[src/rtl/pixel_read_ctrl.sv]
// Generic synchronous FIFO with first-word fall-through read data.
// Latency: a write is visible on rd_dat/rd_vld the cycle after it is accepted.
// Backpressure: wr_rdy drops at DEPTH entries; a same-cycle read does not reopen it.
module fifo #(
    parameter int WIDTH = 8,
    parameter int DEPTH = 8
) (
    input  logic             core_clk,
    input  logic             arst_n,
    input  logic             wr_vld,
    output logic             wr_rdy,
    input  logic [WIDTH-1:0] wr_dat,
    output logic             rd_vld,
    input  logic             rd_rdy,
    output logic [WIDTH-1:0] rd_dat
);
    localparam int AW = $clog2(DEPTH);
    localparam logic [AW:0] FULL_CNT = (AW+1)'(DEPTH);

    logic [WIDTH-1:0] mem [DEPTH];
    logic [AW-1:0]    wr_ptr;
    logic [AW-1:0]    rd_ptr;
    logic [AW:0]      count;
    logic             push;
    logic             pop;

    // Fullness is judged on the occupancy at the start of the cycle only.
    assign wr_rdy = (count != FULL_CNT);
    assign rd_vld = (count != '0);
    assign push   = wr_vld && wr_rdy;
    assign pop    = rd_vld && rd_rdy;
    assign rd_dat = mem[rd_ptr];

    // Storage array; contents need no reset because the pointers define validity.
    always_ff @(posedge core_clk) begin
        if (push) begin
            mem[wr_ptr] <= wr_dat;
        end
    end

    // Pointers wrap naturally because DEPTH is a power of two.
    always_ff @(posedge core_clk or negedge arst_n) begin
        if (!arst_n) begin
            wr_ptr <= '0;
            rd_ptr <= '0;
            count  <= '0;
        end else begin
            if (push) begin
                wr_ptr <= wr_ptr + 1'b1;
            end
            if (pop) begin
                rd_ptr <= rd_ptr + 1'b1;
            end
            case ({push, pop})
                2'b10:   count <= count + 1'b1;
                2'b01:   count <= count - 1'b1;
                default: count <= count;
            endcase
        end
    end
endmodule

// Steps the pixel priority tree with ReadCLK and queues {frame id, address} hits.
// Latency: one hit per 2*CLK_HALF+1 cycles; a hit reaches DataOut the cycle after SAMPLE.
// Backpressure: with the FIFO full the FSM holds in SAMPLE without pulsing, so no hit is lost.
module pixel_read_ctrl #(
    parameter int ADDR_WID = 5,
    parameter int FID_WID  = 8,
    parameter int CNT_WID  = 10,
    parameter int DEPTH    = 8,
    parameter int CLK_HALF = 2
) (
    input  logic                        CLK,
    input  logic                        RSTn,
    input  logic                        Start,
    output logic                        Busy,
    output logic                        Done,
    output logic                        ReadCLK,
    input  logic                        valid,
    input  logic [ADDR_WID-1:0]         addrIn,
    output logic [FID_WID+ADDR_WID-1:0] DataOut,
    output logic                        DataValid,
    input  logic                        DataReady,
    output logic [CNT_WID-1:0]          HitCount,
    output logic [FID_WID-1:0]          FrameId
);
    localparam int DW = FID_WID + ADDR_WID;
    localparam int CW = $clog2(CLK_HALF + 1);
    localparam logic [CW-1:0] LAST = CW'(CLK_HALF - 1);

    typedef enum logic [2:0] {
        S_IDLE,
        S_SETTLE,
        S_SAMPLE,
        S_PULSE,
        S_DONE
    } state_t;

    state_t             state;
    logic [CW-1:0]      cnt;
    logic               read_clk;
    logic               busy;
    logic               done;
    logic [FID_WID-1:0] frame_id;
    logic [CNT_WID-1:0] hit_count;
    logic               fifo_rdy;
    logic               push;

    // The tree outputs are only trusted in SAMPLE, after the settle interval.
    assign push = (state == S_SAMPLE) && valid && fifo_rdy;

    fifo #(
        .WIDTH (DW),
        .DEPTH (DEPTH)
    ) u_fifo (
        .core_clk (CLK),
        .arst_n   (RSTn),
        .wr_vld   (push),
        .wr_rdy   (fifo_rdy),
        .wr_dat   ({frame_id, addrIn}),
        .rd_vld   (DataValid),
        .rd_rdy   (DataReady),
        .rd_dat   (DataOut)
    );

    // Readout sequencer; ReadCLK, Busy and Done are registered so they never glitch.
    always_ff @(posedge CLK or negedge RSTn) begin
        if (!RSTn) begin
            state     <= S_IDLE;
            cnt       <= '0;
            read_clk  <= 1'b0;
            busy      <= 1'b0;
            done      <= 1'b0;
            frame_id  <= '0;
            hit_count <= '0;
        end else begin
            done <= 1'b0;
            case (state)
                S_IDLE: begin
                    if (Start) begin
                        state     <= S_SETTLE;
                        cnt       <= '0;
                        busy      <= 1'b1;
                        frame_id  <= frame_id + 1'b1;
                        hit_count <= '0;
                    end
                end
                S_SETTLE: begin
                    if (cnt == LAST) begin
                        state <= S_SAMPLE;
                    end else begin
                        cnt <= cnt + 1'b1;
                    end
                end
                S_SAMPLE: begin
                    if (!valid) begin
                        state <= S_DONE;
                        done  <= 1'b1;
                    end else if (fifo_rdy) begin
                        state    <= S_PULSE;
                        read_clk <= 1'b1;
                        cnt      <= '0;
                        if (hit_count != '1) begin
                            hit_count <= hit_count + 1'b1;
                        end
                    end
                end
                S_PULSE: begin
                    if (cnt == LAST) begin
                        state    <= S_SETTLE;
                        read_clk <= 1'b0;
                        cnt      <= '0;
                    end else begin
                        cnt <= cnt + 1'b1;
                    end
                end
                S_DONE: begin
                    state <= S_IDLE;
                    busy  <= 1'b0;
                end
                default: begin
                    state <= S_IDLE;
                end
            endcase
        end
    end

    assign ReadCLK  = read_clk;
    assign Busy     = busy;
    assign Done     = done;
    assign FrameId  = frame_id;
    assign HitCount = hit_count;
endmodule

[config.mk]
export PLATFORM = sky130hd
export DESIGN_NAME = pixel_read_ctrl
export DESIGN_NICKNAME = d
export VERILOG_FILES = /design/src/rtl/pixel_read_ctrl.sv
export SDC_FILE = /design/constraint.sdc
export NUM_CORES = 1
export LEC_CHECK = 0
export CAP_MARGIN = 15
export CORE_MARGIN = 2
export CORE_UTILIZATION = 60
export CTS_BUF_LIST = sky130_fd_sc_hd__clkbuf_4 sky130_fd_sc_hd__clkbuf_8 sky130_fd_sc_hd__clkbuf_16
export CTS_CLUSTER_DIAMETER = 200
export DETAILED_ROUTE_END_ITERATION = 10
export DONT_BUFFER_PORTS = 1
export GPL_ROUTABILITY_DRIVEN = 0
export PLACE_DENSITY_LB_ADDON = 0.25
export SYNTH_ARGS = -nofsm -noshare
export SYNTH_HDL_FRONTEND = slang
export SYNTH_SLANG_ARGS = --single-unit
[constraint.sdc]
create_clock -name CLK -period 3.5 [get_ports CLK]
set_clock_uncertainty 0.2 [all_clocks]
set_input_delay 0.7 -clock CLK [delete_from_list [all_inputs] [get_ports CLK]]
set_output_delay 0.7 -clock CLK [all_outputs]
set_load 0.005 [all_outputs]
* Word-level counts from Yosys, hierarchy flattened
Memories as Yosys holds them, arrays and structs flattened.
Cells that the tools add are included.
** Storage, ports and cells
- Output and inout bits :: 35
- Flip-flop bits (word level) :: 36
- Logic and storage cells :: 80
- Memory bits (read-only) :: 0
- Memories kept :: 1
- Bits of input ports :: 10
- Bits in writable memories :: 104
- Latch bits :: 0
** Cells by class
- Div/mod/pow operators :: 0
- Reduce and logical (&&, ||, !) cells :: 17
- Shift-type cells :: 0
- Mux-type cells :: 28
- Bitwise gates (word level) :: 0
- Add/sub/neg operators :: 7
- $lt $le $gt $ge :: 0
- Multipliers :: 0
- Equality and inequality tests :: 17
** Memory list
- u_fifo.mem :: words 8, bits a word 13, read ports 1, clocked after Yosys merged registers in 0, wr ports 1, line 20 : logic [WIDTH-1:0] mem [DEPTH];
** Operators by type and width (number)
- $mux 10 :: 4
- $pmux 10 s2 :: 1
- $mux 3 :: 5
- $ne 2x2->1 const B :: 6
- $pmux 3 s4 :: 1
- $add 10x1->10 const B :: 1
- $mux 2 :: 5
- $ne 10x10->1 const B :: 1
- $reduce_and 5->1 :: 2
- $add 8x1->8 const B :: 1
- $mux 1 :: 8
- $pmux 2 s4 :: 1
- $pmux 4 s2 :: 1
- $reduce_and 4->1 :: 2
- $reduce_bool 2->1 :: 4
- $reduce_bool 4->1 :: 2
- $add 3x1->3 const B :: 2
- $eq 3x2->1 const B :: 2
- $add 4x1->4 const B :: 1
- $eq 2x1->1 const B :: 2
- $logic_and 1x1->1 :: 4
- $ne 4x4->1 const B :: 1
- $pmux 1 s2 :: 2
- $reduce_and 2->1 :: 2
- other kinds (8) :: 8

* Depth between registers and ports, before layout
- Word-level depth :: 6
- Depth in mapped cells :: 12
- Mapped depth without buffers :: 10

* Cells and area by module
Synthesis repeated with hierarchy kept, for this count alone.
** Second synthesis, totals
- Cells, all modules :: 355
- Area, all modules :: 6040.8 µm²
** Modules (own cells, without submodules)
- fifo :: instances 1, seq. area each 3373.2 µm², area an instance 4647.0 µm², cells each 215
- pixel_read_ctrl :: instances 1, seq. area each 650.6 µm², area an instance 1393.8 µm², cells each 140

* Worst setup path after synthesis
OpenSTA, ideal clock, no wires.
- Path type :: flip-flop to flip-flop
- Start point :: register state[0]
- End point :: memory u_fifo.mem[0][0] (netlist name) (enable)
- Setup slack :: 0.314 ns
- Required time :: 2.883 ns
- Stages on the path, launching flop included :: 7
- Setup time :: 0.417 ns
- Arrival time :: 2.569 ns
- Buffers on the path :: 2
- Period minus slack after synthesis :: 3.186 ns
- Path through :: dfrtp_1 -> buf_2 -> or2_4 -> nor3_4 -> inv_2 -> buf_6 -> nor4_1
** Between the ends
- Longest elaborated chain between the ends :: 6
** RTL lines
- from (decl) :: line 99 : state_t state;
- from (signal assigned) :: line 129 : state <= S_IDLE;
- from (signal assigned) :: line 141 : state <= S_SETTLE;
- from (signal assigned) :: line 150 : state <= S_SAMPLE;
- $eq 3x2->1 :: line 110 : assign push = (state == S_SAMPLE) && valid && fifo_rdy;
- $logic_and 1x1->1 (2 in a row) :: line 110
- $logic_and 1x1->1 :: line 30 : assign push = wr_vld && wr_rdy;
- $mux 1 :: line 36 : if (push) begin
- $mux 1 (not written as such) :: line 37 : mem[wr_ptr] <= wr_dat;
- to (decl) :: line 20
Every way passes these cells.

* Worst setup path after layout
- Start point :: register u_fifo.rd_ptr[0]
- End point :: output DataOut[11]
** Between the ends
- Longest elaborated chain between the ends :: 1
** RTL lines
- from (decl) :: line 22 : logic [AW-1:0] rd_ptr;
- from (signal assigned) :: line 52 : rd_ptr <= rd_ptr + 1'b1;
- $mem_v2 8x13
- to (decl) :: line 81 : output logic [FID_WID+ADDR_WID-1:0] DataOut,
Every way passes these cells.

==> results.toml <==
[finish]
multiInputGateArea_um2 = 1770
final_nets = 371
drive_gt1_share_pct = 28.8
syn2layout_area_growth_pct = 15.0
num-fill-cells = 638
ff_latch_area_um2 = 4030
diodes = 0
postLayoutCellArea_um2 = 6740

[min_path]
holdPathStages = 1
min_path_type = "in2reg"

[power]
p_leak_nw = 2.43
peakVddDrop_mv = 0.453
power_density_nw_per_um2 = 798
power.total_mw = 5.37

[synth]
syn_nets = 352
ys_types = 48
yosysSeqAreaShare_pct = 68.7
async_flop_share_pct = 25.7
synth-seq-cells = 140
syn_inst = 333
ys.flop_type = "edfxtp_1"
synth.area.top_cells = "edfxtp_1 53%, dfrtp_1 15%, mux4_2 10%"
yosysTopAreaCell = "edfxtp_1"
synth.top_cell.area_share_pct = 53.3
synth.avg_cell_area_um2 = 17.6
yosys_warnings = 0
synth-edff-count = 104
syn_area_um2 = 5860

[worst_setup_path]
critPathSlowestCell = "mux4_2"
startpoint_type = "register"
path_max_fanout = 25
r2r_cells = 10
crit_type = "reg2out"
r2r_slack_ns = 0.68
end_kind = "output pin"
required_ns = 2.60
path_cells = "buf_12 > mux4_2 > mux2_2"
slowest_delay_ns = 0.55
critPathArrivalTime_ns = 2.05

[clock_tree]
clock_path_buffers = 2
post_cts_buffers = 0
cts_hold_buf = 2
clock_latency_ns = 0.52
cts.clk_slew.worst_paths_ns = 0.06
ctsHtreeMaxLevel = 4
cts_sinks = 140
ctsRootBufferMaster = "clkbuf_8"
cts_tree = "built"
cts-buffers-inserted = 17
ctsResizeCount = 0

[placement]
pre_cts_ws_ns = 0.678
port_buffers = 0
dp_hpwl_mm = 6.01
placed_area_um2 = 6080

[global_routing]
grt_max_degree = 37
grtUsageTotal_pct = 22.1
antenna_found_initial = 0
grt_pass1_wl_mm = 16.5
grt_pass1_vias = 3075
grt_overflow = 0

[drt]
ant_nets = 0
viasPerCell = 6.03
drtIter0Drc = 159
first_pass_iters = 4
wl_per_cell_um = 21.4
drc_errors = 0
drt_wl_total_mm = 10.6
vias = 3004

[sta]
tightest_slew_ns = 0.801
rsz0062_at_grt = "no"
finalSetupTns_ns = 0
fin_ws_ns = 0.552
slew_violations = 0
whs_ns = 0.0502
period_share_pct = 84.2
finalCriticalPeriod_ns = 2.95
slew_headroom_pct = 46.6
max_freq_mhz = 339
setup_viol = 0
hold_viol = 0

[floorplan]
die-area_um2 = 10600
die_h_um = 103
start_util_pct = 60.7
die_w_um = 103
core_region_area_um2 = 9640
rows = 36
io_pins = 45

[run_status]
outcome = "complete, no violations"

[job]
maxCapViolCount = 0
final cells by class:
| class | count | area share, % |
|---|---|---|
| repair buffers | 12 | 1.75 |
| flip-flops and latches | 140 | 59.8 |
| multi-input cells | 173 | 26.3 |
| clock buffers | 17 | 6.15 |
| inverters | 8 | 0.446 |
| well taps | 133 | 2.47 |
| clock inverters | 15 | 3.12 |
critical path, delay by kind of cell, from the launching register on:
family / cells / cell delay (ns)
flip-flops: 1 / 0.43
multiplexers: 2 / 0.85
buffers and inverters: 1 / 0.25
placed cells by master, fill, tap and decap left out, types with 4 or more instances in the layout:
cell type and count:
nor2_1 12, edfxtp_1 104, dfrtp_1 35, mux2_2 17
o22a_1 5, clkinvlp_4 5, xnor2_1 10, xor2_1 6
o21ai_0 4, nand3_1 5, clkbuf_16 16, inv_1 7
buf_4 9, a21oi_1 8, inv_6 5, ha_1 9
nand2_1 19, nand4_1 4, mux4_2 26, and3_1 6
bufinv_16 4
synth_stat cells, types with 5 or more instances:
library cell	instances
edfxtp_1	104
dfrtp_1	36
mux4_2	26
nand2_1	19
mux2_2	17
nor2_1	12
xnor2_1	10
ha_1	9
a21oi_1	8
inv_1	7
and3_1	6
xor2_1	6
clkbuf_1	5
nand3_1	5
o22a_1	5
per-layer routing:
layer  GRT usage [%]  part of all wire [%]
met4            6.98                  0.73
met1            28.0                    41
met5               0                     0
met2            36.3                    52
met3            7.66                   6.5
logic make-up (layout without fill, tap and decap cells):
group           after synthesis  count (layout)  share of synthesized area [%]
fa+ha+maj                     9               9                           1.92
buf+inv                      20              52                           1.56
simple gates                 74              74                           8.14
flops                       140             140                           68.7
xor+xnor                     16              16                           2.39
compound gates               29              29                           3.65
mux                          45              45                           13.6
state kept, by name, summed over array words and instances, names as in the netlist:
name	cells
ReadCLK	1
u_fifo.wr_ptr	3
u_fifo.rd_ptr	3
state	3
FrameId	8
cnt	2
u_fifo.mem	104
HitCount	10
Busy	1
u_fifo.count	4
Done	1
path summary, 6_finish.rpt:
kind | start | endpoint
setup / recovery | u_fifo.rd_ptr[0] | DataOut[11]
hold / removal | valid | state[2]
setup reg to reg | state[0] | u_fifo.count[2]
hold reg to reg | u_fifo.count[3] | u_fifo.count[3]
max in group asynchronous | RSTn | u_fifo.rd_ptr[0]
min in group asynchronous | RSTn | HitCount[7]
report_power, final:
part | switching, mW | internal [mW] | total (mW)
clock | 0.689 | 1.17 | 1.86
combinational | 0.530 | 0.639 | 1.17
sequential | 0.335 | 2.01 | 2.35
metrics by stage:
stage | util, % | cells
after floorplan | - | 333
after global placement | 63.1 | 464
after detailed placement | 63.1 | 464
after CTS | 69.9 | 498
after global routing | 69.9 | 498
final | 69.9 | 498
Note: power is estimated with default switching activity, not from simulation.
